**src/rtl/ddr3_frame_fetch_ctrl_if.sv**
```systemverilog
// Bundles the CSR, frame sync, FIFO level and DDR3 Avalon read port seen by
// ddr3_frame_fetch_ctrl.
//   master : the fetch controller (drives Avalon requests, CSR read data, fifo_wr)
//   slave  : the surrounding system (CSR host, VGA sync, FIFO, DDR3 controller)
interface ddr3_frame_fetch_ctrl_if #(
    parameter int ADDR_W = 26,
    parameter int CNT_W  = 9
);
    logic              csr_read;
    logic              csr_write;
    logic [7:0]        csr_addr;
    logic [31:0]       csr_wr_data;
    logic [31:0]       csr_rd_data;
    logic              frame_start;
    logic [CNT_W-1:0]  fifo_used;
    logic              ddr3_avl_ready;
    logic              ddr3_avl_read_req;
    logic              ddr3_avl_burstbegin;
    logic [ADDR_W-1:0] ddr3_avl_addr;
    logic [2:0]        ddr3_avl_size;
    logic              ddr3_avl_read_data_valid;
    logic              fifo_wr;

    modport master (
        input  csr_read, csr_write, csr_addr, csr_wr_data, frame_start, fifo_used,
               ddr3_avl_ready, ddr3_avl_read_data_valid,
        output csr_rd_data, ddr3_avl_read_req, ddr3_avl_burstbegin, ddr3_avl_addr,
               ddr3_avl_size, fifo_wr
    );

    modport slave (
        output csr_read, csr_write, csr_addr, csr_wr_data, frame_start, fifo_used,
               ddr3_avl_ready, ddr3_avl_read_data_valid,
        input  csr_rd_data, ddr3_avl_read_req, ddr3_avl_burstbegin, ddr3_avl_addr,
               ddr3_avl_size, fifo_wr
    );
endinterface

```
**src/rtl/ddr3_frame_fetch_ctrl.sv**
```systemverilog
// Frame fetch controller: once per video frame, streams FRAME_WORDS 128-bit
// words starting at BASE out of DDR3 with Avalon burst reads into the pixel
// FIFO. Requests are credit limited so that FIFO contents plus words still in
// flight never exceed FIFO_DEPTH.
// Ports:
//   clk, reset_n : DDR3 user clock, async active-low reset
//   bus          : master side of ddr3_frame_fetch_ctrl_if (CSR, frame_start,
//                  fifo_used, Avalon read port, fifo_wr)
// CSR map (word index): 0 CTRL[0]=enable, 1 BASE, 2 FRAME_WORDS[23:0],
//   3 STATUS = {underrun, overrun, busy, 0}; underrun/overrun are write-1-clear.
module ddr3_frame_fetch_ctrl #(
    parameter int ADDR_W     = 26,
    parameter int BURST_LEN  = 4,
    parameter int FIFO_DEPTH = 256,
    parameter int CNT_W      = 9
) (
    input logic clk,
    input logic reset_n,
    ddr3_frame_fetch_ctrl_if.master bus
);
    localparam int SUM_W = CNT_W + 2;

    typedef enum logic [1:0] {IDLE, WAIT_FRAME, ISSUE, DRAIN} state_t;
    state_t state, state_nxt;

    logic              enable, underrun, overrun, started;
    logic [ADDR_W-1:0] base, cur_addr, addr_eff, req_addr;
    logic [23:0]       frame_words, remaining, rem_eff;
    logic [CNT_W-1:0]  outstanding, out_eff;
    logic              req_q, bb_q, accept, launch, busy, ret_dec;
    logic [2:0]        req_size, n_burst;
    logic [SUM_W-1:0]  credit_need;
    logic [31:0]       rd_mux;
    logic              unused_ok;

    assign unused_ok = &{1'b0, bus.csr_wr_data};

    assign accept = req_q && bus.ddr3_avl_ready;
    assign busy   = (state == ISSUE) || (state == DRAIN);
    // Returns with nothing outstanding belong to bursts issued before a reset.
    assign ret_dec = bus.ddr3_avl_read_data_valid && (outstanding != '0);

    // Values as they stand after this cycle's acceptance, so a new request can
    // be launched in the same cycle the previous one is taken (back-to-back).
    always_comb begin
        rem_eff     = accept ? remaining - 24'(req_size) : remaining;
        addr_eff    = accept ? cur_addr + ADDR_W'(req_size) : cur_addr;
        out_eff     = outstanding + (accept ? CNT_W'(req_size) : '0)
                      - (ret_dec ? CNT_W'(1) : '0);
        n_burst     = (rem_eff < 24'(BURST_LEN)) ? rem_eff[2:0] : 3'(BURST_LEN);
        credit_need = SUM_W'(bus.fifo_used) + SUM_W'(out_eff) + SUM_W'(n_burst);
        launch      = (state == ISSUE) && enable && (!req_q || accept) &&
                      (rem_eff != '0) && (credit_need <= SUM_W'(FIFO_DEPTH));
    end

    always_comb begin
        state_nxt = state;
        unique case (state)
            IDLE:       if (enable && frame_words != '0) state_nxt = WAIT_FRAME;
            WAIT_FRAME: if (!enable) state_nxt = IDLE;
                        else if (bus.frame_start) state_nxt = ISSUE;
            // A held request is never abandoned; leave only once it is taken.
            ISSUE:      if ((rem_eff == '0 || !enable) && (!req_q || accept))
                            state_nxt = DRAIN;
            DRAIN:      if (outstanding == '0) state_nxt = enable ? WAIT_FRAME : IDLE;
            default:    state_nxt = IDLE;
        endcase
    end

    always_ff @(posedge clk or negedge reset_n) begin
        if (!reset_n) state <= IDLE;
        else          state <= state_nxt;
    end

    always_ff @(posedge clk or negedge reset_n) begin
        if (!reset_n) begin
            cur_addr    <= '0;
            remaining   <= '0;
            started     <= 1'b0;
            outstanding <= '0;
            req_q       <= 1'b0;
            bb_q        <= 1'b0;
            req_addr    <= '0;
            req_size    <= '0;
        end else begin
            outstanding <= out_eff;
            if (state == WAIT_FRAME && enable && bus.frame_start) begin
                cur_addr  <= base;
                remaining <= frame_words;
                started   <= 1'b0;
            end else if (state == ISSUE) begin
                cur_addr  <= addr_eff;
                remaining <= rem_eff;
                if (accept) started <= 1'b1;
            end
            if (launch) begin
                req_q    <= 1'b1;
                bb_q     <= 1'b1;
                req_addr <= addr_eff;
                req_size <= n_burst;
            end else begin
                bb_q <= 1'b0;
                if (accept) req_q <= 1'b0;
            end
        end
    end

    always_comb begin
        rd_mux = '0;
        case (bus.csr_addr)
            8'd0:    rd_mux = {31'b0, enable};
            8'd1:    rd_mux = 32'(base);
            8'd2:    rd_mux = {8'b0, frame_words};
            8'd3:    rd_mux = {28'b0, underrun, overrun, busy, 1'b0};
            default: rd_mux = '0;
        endcase
    end

    always_ff @(posedge clk or negedge reset_n) begin
        if (!reset_n) begin
            enable          <= 1'b0;
            base            <= '0;
            frame_words     <= '0;
            underrun        <= 1'b0;
            overrun         <= 1'b0;
            bus.csr_rd_data <= '0;
        end else begin
            if (bus.csr_write) begin
                case (bus.csr_addr)
                    8'd0:    enable      <= bus.csr_wr_data[0];
                    8'd1:    base        <= bus.csr_wr_data[ADDR_W-1:0];
                    8'd2:    frame_words <= bus.csr_wr_data[23:0];
                    default: ;
                endcase
            end
            // Setting wins over a simultaneous write-1-clear.
            overrun <= (bus.frame_start && busy) ||
                       (overrun && !(bus.csr_write && bus.csr_addr == 8'd3 && bus.csr_wr_data[2]));
            // Starved only counts once this frame has fetched something.
            underrun <= (state == ISSUE && started && bus.fifo_used == '0 && outstanding == '0) ||
                        (underrun && !(bus.csr_write && bus.csr_addr == 8'd3 && bus.csr_wr_data[3]));
            bus.csr_rd_data <= bus.csr_read ? rd_mux : '0;
        end
    end

    assign bus.ddr3_avl_read_req   = req_q;
    assign bus.ddr3_avl_burstbegin = bb_q;
    assign bus.ddr3_avl_addr       = req_addr;
    assign bus.ddr3_avl_size       = req_size;
    assign bus.fifo_wr             = bus.ddr3_avl_read_data_valid;
endmodule

```
**src/flat_wrapper.sv**
```systemverilog
// flat-port wrapper written by rule: the top's interface ports become plain ports
module ddr3_frame_fetch_ctrl_flat 
#(
    parameter int ADDR_W     = 26,
    parameter int BURST_LEN  = 4,
    parameter int FIFO_DEPTH = 256,
    parameter int CNT_W      = 9
)
  (clk, reset_n, bus_csr_read, bus_csr_write, bus_csr_addr, bus_csr_wr_data, bus_frame_start, bus_fifo_used, bus_ddr3_avl_ready, bus_ddr3_avl_read_data_valid, bus_csr_rd_data, bus_ddr3_avl_read_req, bus_ddr3_avl_burstbegin, bus_ddr3_avl_addr, bus_ddr3_avl_size, bus_fifo_wr);
  ddr3_frame_fetch_ctrl_if #(.ADDR_W(ADDR_W), .CNT_W(CNT_W)) bus_i ();
  input logic clk;
  input logic reset_n;
  input wire logic [$bits(bus_i.csr_read)-1:0] bus_csr_read;
  input wire logic [$bits(bus_i.csr_write)-1:0] bus_csr_write;
  input wire logic [$bits(bus_i.csr_addr)-1:0] bus_csr_addr;
  input wire logic [$bits(bus_i.csr_wr_data)-1:0] bus_csr_wr_data;
  input wire logic [$bits(bus_i.frame_start)-1:0] bus_frame_start;
  input wire logic [$bits(bus_i.fifo_used)-1:0] bus_fifo_used;
  input wire logic [$bits(bus_i.ddr3_avl_ready)-1:0] bus_ddr3_avl_ready;
  input wire logic [$bits(bus_i.ddr3_avl_read_data_valid)-1:0] bus_ddr3_avl_read_data_valid;
  output wire logic [$bits(bus_i.csr_rd_data)-1:0] bus_csr_rd_data;
  output wire logic [$bits(bus_i.ddr3_avl_read_req)-1:0] bus_ddr3_avl_read_req;
  output wire logic [$bits(bus_i.ddr3_avl_burstbegin)-1:0] bus_ddr3_avl_burstbegin;
  output wire logic [$bits(bus_i.ddr3_avl_addr)-1:0] bus_ddr3_avl_addr;
  output wire logic [$bits(bus_i.ddr3_avl_size)-1:0] bus_ddr3_avl_size;
  output wire logic [$bits(bus_i.fifo_wr)-1:0] bus_fifo_wr;
  assign bus_i.csr_read = bus_csr_read;
  assign bus_i.csr_write = bus_csr_write;
  assign bus_i.csr_addr = bus_csr_addr;
  assign bus_i.csr_wr_data = bus_csr_wr_data;
  assign bus_i.frame_start = bus_frame_start;
  assign bus_i.fifo_used = bus_fifo_used;
  assign bus_i.ddr3_avl_ready = bus_ddr3_avl_ready;
  assign bus_i.ddr3_avl_read_data_valid = bus_ddr3_avl_read_data_valid;
  assign bus_csr_rd_data = bus_i.csr_rd_data;
  assign bus_ddr3_avl_read_req = bus_i.ddr3_avl_read_req;
  assign bus_ddr3_avl_burstbegin = bus_i.ddr3_avl_burstbegin;
  assign bus_ddr3_avl_addr = bus_i.ddr3_avl_addr;
  assign bus_ddr3_avl_size = bus_i.ddr3_avl_size;
  assign bus_fifo_wr = bus_i.fifo_wr;
  ddr3_frame_fetch_ctrl #(.ADDR_W(ADDR_W), .BURST_LEN(BURST_LEN), .FIFO_DEPTH(FIFO_DEPTH), .CNT_W(CNT_W)) u_core (.clk(clk), .reset_n(reset_n), .bus(bus_i));
endmodule
```
**config.mk**
```make
export PLATFORM = sky130hd
export DESIGN_NAME = ddr3_frame_fetch_ctrl_flat
export DESIGN_NICKNAME = d
export VERILOG_FILES = /design/src/rtl/ddr3_frame_fetch_ctrl_if.sv /design/src/rtl/ddr3_frame_fetch_ctrl.sv /design/src/flat_wrapper.sv
export SDC_FILE = /design/constraint.sdc
export NUM_CORES = 1
export LEC_CHECK = 0
export ABC_AREA = 1
export BUFFER_PORTS_ARGS = -buffer_cell sky130_fd_sc_hd__buf_2
export CAP_MARGIN = 10
export CORE_AREA = 2 2 134 136
export DETAILED_ROUTE_END_ITERATION = 8
export DIE_AREA = 0 0 136 138
export PLACE_DENSITY = 0.84
export SYNTH_ARGS = -nofsm -noshare
export SYNTH_HDL_FRONTEND = slang
export SYNTH_SLANG_ARGS = --single-unit
```
**constraint.sdc**
```tcl
create_clock -name clk -period 12.1 [get_ports clk]
set_input_delay 1.815 -clock clk [delete_from_list [all_inputs] [get_ports clk]]
set_output_delay 1.815 -clock clk [all_outputs]
set_load 0.005 [all_outputs]
```
==> parameters.txt, run 1 <==
Parameter                              Value

Clock tree
  Clock Sinks    172
  Cell chosen for the clock root    sky130_fd_sc_hd__clkbuf_16
  Count of hold-fix buffers inserted at cts    0
  Maximum buffer depth of the clock tree    2
  Setup Fix Bufs, Post-CTS    0
  H-tree lvl count    4
  Cts bufs inserted    17
  Clk_lat worst skew    0.43 ns
  Clock transition time at the flip-flop clock pins of the worst setup and hold paths    0.07 ns
  Post-CTS resize count    0
  CTS tree    yes

Cells and area
  Non-filler instance count after layout    1597
  Ratio of cells with drive above 1 in the final layout    between 10 and 15%
  Area growth from synthesis to final layout    12.97%
  Antenna fix cells    0
  Number of nets in the layout    1447

Setup path
  CP Launch Type    primary input
  Most numerous cell on the critical path    sky130_fd_sc_hd__nand2_1
  Worst endpoint required time    12.41 ns
  Setup Crit Path Kind    in2reg
  Maximum fanout count along the critical path    31
  Arr. time, crit path    just over 7 ns
  CP max stage cell    sky130_fd_sc_hd__nand2_1
  Buf/Inv on CP    4
  Biggest cell delay along the critical path    0.69 ns
  Worst-case register-to-register setup slack    between 6 and 7 ns
  Nature of the critical path endpoint    flop
  Family with the most delay on the worst path    simple AND/OR/NAND/NOR gates

Power
  Areal power density over the cells    between 200 and 250 mW/mm^2
  Worst ir drop on vdd    0.3040 mV
  Standby leakage power    5.666 nW

Detailed routing
  DR WL/cell    16.06 um
  Routed Antenna Nets    0
  Ratio of routed vias to standard cells    5.586
  DR DRC count    0
  Total detailed-routing wirelength    25650 um
  Number of iterations in the first detailed-routing pass    6
  Count of routing violations after the opening detailed-route iteration    between 800 and 900
  Vias post-DR    8921

Yosys
  Largest area contributor in the synthesized netlist    sky130_fd_sc_hd__dfrtp_1
  Mean instance size in the synthesized netlist    approximately 7.7 sq um
  Synthesis Warnings    0
  Asr flop ratio synth    100.0%
  Synth unique cells    39
  Fraction of synthesized cell area taken by the top area cell type    around 44%
  Synth Flop Type    sky130_fd_sc_hd__dfrtp_1
  Commonest cells in the netlist    367 x sky130_fd_sc_hd__nand2_1, 181 x sky130_fd_sc_hd__inv_1, 172 x sky130_fd_sc_hd__dfrtp_1
  Cell types with the largest area share after synthesis    sky130_fd_sc_hd__dfrtp_1 44%, sky130_fd_sc_hd__nand2_1 14%, sky130_fd_sc_hd__inv_1 7.0%
  Count of flip-flops with a built-in enable after synthesis    0
  Netlist Area Pre-Place    0.009703 sq mm
  Most common cell in the netlist    sky130_fd_sc_hd__nand2_1
  Post-synthesis sequential area ratio    44.36%
  Count of state elements after synthesis    172
  Number of cells produced by synthesis    1266

Timing
  Final Cycle Share    57.10%
  Unrepaired setup endpoints after global routing    no
  Final critical delay including setup and external delays    approximately 6.9 ns
  Slew at the pin closest to its max-slew limit    1.057 ns
  Final setup violation count    0
  Worst setup skew after layout    0.009876 ns
  Endpoints failing hold    0
  Total Neg Setup Slack    0 ns
  Highest achievable clock rate    0.1447 GHz
  Relative max-transition margin    29.45%
  Number of pins with negative max-slew slack in the final report    0

Die
  Placeable Area    0.01753 sq mm
  X dimension of the die    136 um
  IO Count    120
  DIE AREA    0.01877 sq mm
  Row Count    49
  Starting density of the core    between 50% and 60%
  Height of the die    138 um

Run status
  Run status    finished clean

Global route
  Antenna violations before repair    0
  Wire length of the first global-routing pass    42040 um
  Via count of the first global-routing pass    8492
  Overflow after GRT    0
  All-layer global routing usage    28.10%
  Maximum number of pins on one net before global-route repair    ~100

Placed design
  Buffers added on ports    107
  Dpl cells    between 1500 and 2000
  Half-perimeter wire length after placement    18060 um
  Routability congestion estimate from global placement    ~0.95

Worst hold path
  Type of the most critical hold path    reg2reg

Flow run
  Max-cap violation count    0
state kept, by name, indices dropped and copies added, names as in the netlist, 3 cells and up, named ones only:
signal                    count
u_core.base                  26
u_core.bus.csr_rd_data       26
u_core.bus.ddr3_avl_addr     26
u_core.cur_addr              26
u_core.frame_words           24
u_core.remaining             24
u_core.outstanding            9
u_core.bus.ddr3_avl_size      3
metal layers:
layer | vias up | routed length, um | global-route usage (%)
met2 | 413 | 12340 | 45.41
met5 | - | 0 | 0
met1 | 4205 | 10850 | 38.84
met4 | 0 | 535 | 8.607
met3 | 48 | 1924 | 4.804
li1 | 4255 | - | -
per-stage QoR:
stage | utilization (%) | worst slack, ns | hold WS (ns) | instance area [sq um] | total power (W)
floorplan | - | 6.727 | 0.4530 | 9722 | 0.001779
global placement | 59.09 | 5.082 | 0.4520 | 10360 | 0.001969
detailed placement | 59.09 | 4.882 | 0.4544 | 10360 | 0.002021
CTS | 62.52 | 5.307 | 0.4711 | 10960 | 0.002583
global route | 62.52 | 4.662 | 0.4869 | 10960 | 0.002800
finish | 62.52 | 5.191 | 0.4686 | 10960 | 0.002597
where the power goes:
group,switching (W),internal (W),total (W),leakage [nW]
Sequential,0.0000587,0.000649,0.000708,2.33
Clock,0.000244,0.000314,0.000558,0.298
Combinational,0.000884,0.000447,0.00133,3.04
Total,0.00119,0.00141,0.00260,5.67
logic make-up (layout without fill, tap and decap cells):
family	Yosys count	in the layout	synth area share (%)
buffers and inverters	237	334	9.916
adders and majority gates	36	36	5.029
and+or+nand+nor	613	613	26.49
AOI/OAI and AO/OA	169	169	10.72
muxes	1	1	0.1160
DFF	172	172	44.36
other	1	6	0.03865
xor gates and xnor gates	37	37	3.340
final timing paths:
check                                              from                            to  cells past startpoint
setup / recovery                     bus_ddr3_avl_ready   u_core.bus.ddr3_avl_addr[0]                     28
hold / removal             u_core.bus.ddr3_avl_addr[21]  u_core.bus.ddr3_avl_addr[21]                      2
setup reg to reg                  u_core.outstanding[6]   u_core.bus.ddr3_avl_addr[0]                     25
hold reg to reg            u_core.bus.ddr3_avl_addr[21]  u_core.bus.ddr3_avl_addr[21]                      2
max in group asynchronous                       reset_n    u_core.bus.csr_rd_data[10]                      2
min in group asynchronous                       reset_n  u_core.bus.ddr3_avl_addr[17]                      1
tightest hold or removal path, stage by stage (launching register included):
cell and delay [ns]:
sky130_fd_sc_hd__dfrtp_1 0.34, sky130_fd_sc_hd__nand2_1 0.06, sky130_fd_sc_hd__nand2_1 0.05
placed cells by master (no fill, tap or decap), types with 2 or more instances in the layout:
master                      synthesis  routed
sky130_fd_sc_hd__nand2_1          367     367
sky130_fd_sc_hd__inv_1            181     181
sky130_fd_sc_hd__dfrtp_1          172     172
sky130_fd_sc_hd__buf_2              4     106
sky130_fd_sc_hd__nand3_1          105     105
sky130_fd_sc_hd__nor2_1            88      85
sky130_fd_sc_hd__o21ai_0           64      64
sky130_fd_sc_hd__a21oi_1           39      39
sky130_fd_sc_hd__ha_1              31      31
sky130_fd_sc_hd__xor2_1            28      28
sky130_fd_sc_hd__o221ai_1          24      24
sky130_fd_sc_hd__o211ai_1          22      22
sky130_fd_sc_hd__nand4_1           18      18
sky130_fd_sc_hd__clkbuf_16          0      17
sky130_fd_sc_hd__nor3_1            14      14
sky130_fd_sc_hd__nor2_2             6       9
sky130_fd_sc_hd__xnor2_1            9       9
sky130_fd_sc_hd__buf_4             12       9
sky130_fd_sc_hd__nor4_1             8       8
sky130_fd_sc_hd__o21ai_1            6       6
sky130_fd_sc_hd__conb_1             1       6
sky130_fd_sc_hd__inv_2              5       5
sky130_fd_sc_hd__fa_1               5       5
sky130_fd_sc_hd__nand3b_1           4       4
sky130_fd_sc_hd__inv_6              0       4
sky130_fd_sc_hd__clkinv_4           0       4
sky130_fd_sc_hd__a221o_1            3       3
sky130_fd_sc_hd__clkinv_2           0       3
sky130_fd_sc_hd__o21bai_1           2       2
sky130_fd_sc_hd__a21o_1             2       2
sky130_fd_sc_hd__a21oi_2            2       2
sky130_fd_sc_hd__bufinv_16          0       2
layout make-up:
type	instances	area [sq um]
Multi-Input combinational cell	862	4463
Sequential cell	172	4304
Tap cell	229	286.5
Clock inverter	14	161.4
Clock buffer	18	439.2
Fill cell	1517	6573
Inverter	186	698.2
Timing Repair Buffer	116	609.3
Power figures use the tool's default switching activity.
==> inputs of run 2 (changes only) <==
Clock period 12.1 ns to 7.2 ns, I/O delays scaled along.
==> run 2 against run 1 <==
  * Combinational power rose by 69%
  * Setup slack got worse by 3.6 ns
  * Total power rose by 65%
  * Worst hold slack worse by 0.0043 ns
==> parameters.txt, run 2 (same netlist as run 1, synthesis figures left out) <==
Parameter                              Value

Die
  Height of the die    138 um (unchanged)
  DIE AREA    0.01877 sq mm (unchanged)
  Placeable Area    0.01753 sq mm (unchanged)
  Starting density of the core    55.34% (unchanged)
  Row Count    49 (unchanged)
  X dimension of the die    136 um (unchanged)
  IO Count    120 (unchanged)

Clock tree
  Setup Fix Bufs, Post-CTS    0 (unchanged)
  Cts bufs inserted    17 (unchanged)
  Clk_lat worst skew    0.44 ns (about the same)
  Clock Sinks    172 (unchanged)
  Post-CTS resize count    0 (unchanged)
  Clock transition time at the flip-flop clock pins of the worst setup and hold paths    0.06 ns (about the same)
  Cell chosen for the clock root    sky130_fd_sc_hd__clkbuf_16
  Maximum buffer depth of the clock tree    2 (unchanged)
  Count of hold-fix buffers inserted at cts    0 (unchanged)
  CTS tree    yes
  H-tree lvl count    4 (unchanged)

Detailed routing
  Routed Antenna Nets    0 (unchanged)
  DR DRC count    0 (unchanged)
  Total detailed-routing wirelength    24650 um (-3.9%)
  DR WL/cell    15.43 um (-4.0%)
  Count of routing violations after the opening detailed-route iteration    919 (+3.8%)
  Number of iterations in the first detailed-routing pass    6 (unchanged)
  Ratio of routed vias to standard cells    5.503 (-1.5%)
  Vias post-DR    8793 (-1.4%)

Setup path
  CP max stage cell    sky130_fd_sc_hd__nand2_1
  Nature of the critical path endpoint    flop
  Buf/Inv on CP    3 (-1)
  Maximum fanout count along the critical path    31 (unchanged)
  Most numerous cell on the critical path    sky130_fd_sc_hd__nand2_1
  CP Launch Type    primary input
  Number of gates on the worst path with buffers counted    27 (-3.6%)
  Endpoint of the worst register-to-register path    u_core.bus.ddr3_avl_addr[3]
  Family with the most delay on the worst path    simple AND/OR/NAND/NOR gates
  Setup Crit Path Kind    in2reg
  Worst-case register-to-register setup slack    1.69 ns (-4.54 ns)
  Cells on worst reg2reg path    24 (-4.0%)
  Worst endpoint required time    7.51 ns (-4.90 ns)
  Worst reg2reg startpoint    u_core.outstanding[6]
  Arr. time, crit path    5.97 ns (-1.25 ns)
  Biggest cell delay along the critical path    0.60 ns (-0.09 ns)

Flow run
  Max-cap violation count    0 (unchanged)

Worst hold path
  Type of the most critical hold path    reg2reg
  Endpoint, Worst Hold    u_core.bus.ddr3_avl_addr[21]
  Hold path cells    2 (unchanged)
  Source of the worst hold timing path    u_core.bus.ddr3_avl_addr[21]

Timing
  Final critical delay including setup and external delays    5.655 ns
  Worst setup skew after layout    0.008986 ns (-0.0008906 ns)
  Final Cycle Share    78.54%
  Unrepaired setup endpoints after global routing    no
  Highest achievable clock rate    0.1768 GHz
  Endpoints failing hold    0 (unchanged)
  Total Neg Setup Slack    0 ns (unchanged)
  Number of pins with negative max-slew slack in the final report    0 (unchanged)
  Worst hold-check slack    0.4643 ns (-0.004289 ns)
  Final setup violation count    0 (unchanged)
  Slew at the pin closest to its max-slew limit    1.029 ns (-0.02791 ns)
  Relative max-transition margin    31.31% (+1.9 points)

Global route
  Wire length of the first global-routing pass    40390 um (-3.9%)
  Via count of the first global-routing pass    8297 (-2.3%)
  Overflow after GRT    0 (unchanged)
  Maximum number of pins on one net before global-route repair    92 (-12%)
  Antenna violations before repair    1 (+1)
  All-layer global routing usage    27.17% (-0.94 points)

Cells and area
  Most frequent cells in the layout    367 x sky130_fd_sc_hd__nand2_1, 181 x sky130_fd_sc_hd__inv_1, 172 x sky130_fd_sc_hd__dfrtp_1
  Ratio of cells with drive above 1 in the final layout    12.21% (unchanged)
  Leading cell type in the layout, fill and taps excluded    sky130_fd_sc_hd__nand2_1
  Non-filler instance count after layout    1598 (+0.063%)
  Area growth from synthesis to final layout    12.39%
  Number of nets in the layout    1447 (unchanged)

Placed design
  Routability congestion estimate from global placement    0.9698 (+2.5%)
  Half-perimeter wire length after placement    17720 um (-1.9%)
  Buffers added on ports    107 (unchanged)
  Dpl cells    1565 (unchanged)

Power
  Worst ir drop on vdd    0.4955 mV (+63%)
  Standby leakage power    5.633 nW (-0.57%)
  Areal power density over the cells    393.1 mW/mm^2 (+66%)

Run status
  Run status    finished clean
==> run 2: cell count changes in the layout (fill, tap and decap cells not counted) <==
cell	delta
sky130_fd_sc_hd__bufinv_16	-2
sky130_fd_sc_hd__clkbuf_8	-1
sky130_fd_sc_hd__clkinv_2	+1
sky130_fd_sc_hd__clkinv_4	+1
sky130_fd_sc_hd__clkinv_8	-1
sky130_fd_sc_hd__clkinvlp_4	+2
sky130_fd_sc_hd__diode_2	+1
sky130_fd_sc_hd__inv_6	-1
sky130_fd_sc_hd__inv_8	+1
==> run 2: worst max-delay path by stage <==
stage,from,endpoint,slack [ns]
final,bus_ddr3_avl_ready,u_core.bus.ddr3_avl_addr[3],1.55
after global routing,bus_ddr3_avl_ready,u_core.bus.ddr3_avl_addr[3],1.03
after CTS,bus_ddr3_avl_ready,u_core.bus.ddr3_avl_addr[3],1.56
after detailed placement,bus_ddr3_avl_ready,u_core.bus.ddr3_avl_addr[9],1.14
after global placement,bus_ddr3_avl_ready,u_core.bus.ddr3_avl_addr[19],1.30
after floorplan,bus_ddr3_avl_ready,u_core.bus.ddr3_avl_size[1],2.56
==> run 2: stage by stage <==
step	cell area, sq um	worst slack, ns	power [W]	util, %
floorplan	9722	2.562	0.002990	-
global placement	10360	1.297	0.003303	59.09
detailed placement	10360	1.135	0.003400	59.09
CTS	10900	1.556	0.004256	62.18
global route	10910	1.032	0.004644	62.19
finish	10910	1.545	0.004287	62.19
==> run 2: layer usage <==
layer / global-route usage, % / up-vias / part of all wire (%)
li1: - / 4248 / -
met1: 37.97 / 4115 / 43
met2: 42.69 / 374 / 47
met3: 4.840 / 56 / 7.8
met4: 9.649 / 0 / 2.2
met5: 0 / - / 0
==> run 2: worst register-to-register path, delay by kind of cell (launching register included) <==
family,cells,cell delay (ns)
compound gates,2,0.35
fa+ha+maj,6,2.19
buf+inv,4,0.24
flops,1,0.39
simple gates,12,2.22
==> run 2: report_power, final <==
part           leakage [nW]  total (W)  internal, W  switching (W)
combinational          3.04    0.00225     0.000751        0.00150
clock                 0.266   0.000847     0.000446       0.000401
sequential             2.33    0.00119      0.00109       0.000101
total                  5.63    0.00429      0.00229        0.00200
==> run 2: cell type report <==
class / count / area (sq um)
Inverter: 186 / 698.2
Sequential cell: 172 / 4304
Antenna cell: 1 / 2.502
Fill cell: 1508 / 6629
Multi-Input combinational cell: 862 / 4463
Clock buffer: 17 / 425.4
Tap cell: 229 / 286.5
Clock inverter: 15 / 116.4
Timing Repair Buffer: 116 / 609.3
==> inputs of run 3 (changes only) <==
Settings changed: CORE_AREA 2 2 134 136 to 2 2 139 141, DIE_AREA 0 0 136 138 to 0 0 141 143, PLACE_DENSITY 0.84 to 0.83.
Clock period 7.2 ns to 5 ns, I/O delays scaled along.
==> run 3 against run 2 <==
  * Register-to-register slack lost 1.5 ns
  * Clock-buffer cell count increased by 2
  * Clock skew increased by 0.0027 ns
  * Clock power grew 50%
  * Setup slack lost 1.3 ns
  * Core utilization decreased by 1.5 points
  * Via count grew 1.9%
  * Final cell count increased by 1.8%
  * Critical path depth rose by 1
  * Sequential cell count is the same
  * Critical path type is now reg2reg
  * Highest routed layer unchanged
==> parameters.txt, run 3 (same netlist as run 1, synthesis figures left out) <==
Parameter                              Value

Setup path
  CP max stage cell    sky130_fd_sc_hd__fa_2
  Nature of the critical path endpoint    flop
  Setup Crit Path Kind    reg2reg
  Family with the most delay on the worst path    adder cells
  Arr. time, crit path    5.12 ns (-0.85 ns)
  Maximum fanout count along the critical path    13 (-58%)
  Biggest cell delay along the critical path    0.56 ns (-0.04 ns)
  Worst-case register-to-register setup slack    0.20 ns (-1.49 ns)
  Endpoint of the worst register-to-register path    u_core.bus.ddr3_avl_addr[14]
  Most numerous cell on the critical path    sky130_fd_sc_hd__nand2_1
  Worst endpoint required time    5.32 ns (-2.19 ns)
  Cells on worst reg2reg path    28 (+17%)
  Buf/Inv on CP    6 (+3)
  CP Launch Type    flop
  Worst reg2reg startpoint    u_core.outstanding[4]

Clock tree
  Cell chosen for the clock root    sky130_fd_sc_hd__clkbuf_16
  Count of hold-fix buffers inserted at cts    0 (unchanged)
  Clock transition time at the flip-flop clock pins of the worst setup and hold paths    0.06 ns (about the same)
  Clock Sinks    172 (unchanged)
  CTS tree    yes
  Cts bufs inserted    17 (unchanged)
  H-tree lvl count    4 (unchanged)
  Clk_lat worst skew    0.44 ns (about the same)
  Maximum buffer depth of the clock tree    2 (unchanged)

Detailed routing
  DR WL/cell    15.72 um (+1.9%)
  DR DRC count    0 (unchanged)
  Total detailed-routing wirelength    25560 um (+3.7%)
  Routed Antenna Nets    0 (unchanged)
  Ratio of routed vias to standard cells    5.513 (+0.19%)
  Count of routing violations after the opening detailed-route iteration    798 (-13%)
  Number of iterations in the first detailed-routing pass    5 (-1)
  Vias post-DR    8964 (+1.9%)

Power
  Worst ir drop on vdd    0.4710 mV (-4.9%)
  Areal power density over the cells    601.1 mW/mm^2 (+53%)
  Total Power Consumption    0.006781 W (+58%)
  Standby leakage power    5.819 nW (+3.3%)

Global route
  Wire length of the first global-routing pass    40700 um (+0.77%)
  Overflow after GRT    0 (unchanged)
  Antenna violations before repair    0 (-1)
  Maximum number of pins on one net before global-route repair    100 (+8.7%)
  All-layer global routing usage    25.31% (-1.9 points)
  Via count of the first global-routing pass    8374 (+0.93%)

Die
  Starting density of the core    52.22% (-3.1 points)
  Row Count    50 (+2.0%)
  DIE AREA    0.02016 sq mm (+7.4%)
  IO Count    120 (unchanged)
  X dimension of the die    141 um (+3.7%)
  Height of the die    143 um (+3.6%)
  Placeable Area    0.01858 sq mm (+6.0%)

Placed design
  Routability congestion estimate from global placement    0.9563 (-1.4%)
  Dpl cells    1583 (+1.2%)
  Buffers added on ports    107 (unchanged)
  Dpl cell area    0.01048 sq mm (+1.1%)
  Half-perimeter wire length after placement    17980 um (+1.4%)

Timing
  Worst setup skew after layout    0.01167 ns (+0.002680 ns)
  Final setup violation count    0 (unchanged)
  Final Cycle Share    96.02%
  Slew at the pin closest to its max-slew limit    0.9617 ns (-0.06750 ns)
  Worst hold-check slack    0.3950 ns (-0.06928 ns)
  Endpoints failing hold    0 (unchanged)
  Highest achievable clock rate    0.2083 GHz
  Number of pins with negative max-slew slack in the final report    0 (unchanged)
  Final critical delay including setup and external delays    slightly below 5 ns
  Relative max-transition margin    35.82% (+4.5 points)

Cells and area
  Most frequent cells in the layout    364 x sky130_fd_sc_hd__nand2_1, 179 x sky130_fd_sc_hd__inv_1, 172 x sky130_fd_sc_hd__dfrtp_1
  Final-layout fill cell count    1608 (+6.6%)
  Fin area    0.01128 sq mm (+3.4%)
  Ratio of cells with drive above 1 in the final layout    15.30% (+3.1 points)
  Antenna fix cells    0 (-1)
  Non-filler instance count after layout    1626 (+1.8%)
  Leading cell type in the layout, fill and taps excluded    sky130_fd_sc_hd__nand2_1
  Seq. cell area    0.004304 sq mm (unchanged)
  Area of the multi-input gates    0.004581 sq mm (+2.6%)
  Area growth from synthesis to final layout    16.26%
  Number of nets in the layout    1472 (+1.7%)

Run status
  Run status    finished clean

Flow run
  Max-cap violation count    0 (unchanged)

Worst hold path
  Type of the most critical hold path    in2async
[run 3: cell count changes in the layout (fill, tap and decap cells not counted), sizes merged]
cell      change
clkinv        -4
clkbuf        +4
buf          +23
inv           -1
clkinvlp      +1
bufinv        +1
diode         -1
[run 3: layout make-up]
class	count	area share, %
Tap cell	234	2.595
Multi-Input combinational cell	862	40.61
Clock inverter	12	1.009
Timing Repair Buffer	141	7.520
Sequential cell	172	38.15
Clock buffer	19	3.926
Inverter	186	6.189
[run 3: what timing repair did]
action,CTS,global route
buffers inserted,0,10
hold endpoints to repair,0,0
endpoints found under the setup margin,0,31
resized for setup,0,33
[run 3: worst reg2reg max path: cells and delay by family (launching register included)]
family,cells,cell delay [ns]
fa+ha+maj,6,1.89
simple gates,14,1.45
buf+inv,6,0.58
flops,1,0.40
compound gates,1,0.24
xor+xnor,1,0.15
[run 3: worst max-delay path by stage]
stage / start / to / slack (ns) / cells after the start
3_3_place_gp: u_core.outstanding[6] / u_core.bus.ddr3_avl_addr[18] / 0.25 / 25
4_1_cts: u_core.outstanding[7] / u_core.bus.ddr3_avl_addr[15] / 0.08 / 26
5_1_grt: u_core.outstanding[5] / u_core.bus.ddr3_avl_addr[15] / -0.09 / 28
6_report: u_core.outstanding[4] / u_core.bus.ddr3_avl_addr[14] / 0.20 / 28
3_5_place_dp: bus_ddr3_avl_ready / u_core.bus.ddr3_avl_addr[10] / 0.11 / 27
2_1_floorplan: u_core.outstanding[7] / u_core.bus.ddr3_avl_size[1] / 0.65 / 25
[run 3: per-layer routing]
layer | GRT usage, % | share of wire, % | vias to the layer above
met5 | 0 | 0 | -
met4 | 7.316 | 1.9 | 0
met3 | 4.896 | 8.4 | 50
met2 | 40.26 | 47 | 405
met1 | 35.60 | 43 | 4210
li1 | - | - | 4299
[run 3: report_power, final]
group          switching (W)  internal, W
Sequential          0.000142      0.00157
Clock               0.000573     0.000701
Combinational        0.00241      0.00138
Total                0.00312      0.00366
[run 3: stage by stage]
stage / TNS, ns / util (%) / worst slack, ns
after floorplan: 0 / - / 0.6489
after global routing: -2.045 / 60.71 / -0.08753
after CTS: 0 / 59.39 / 0.07657
after global placement: 0 / 56.39 / 0.2517
after detailed placement: 0 / 56.39 / 0.1070
final: 0 / 60.71 / 0.1991
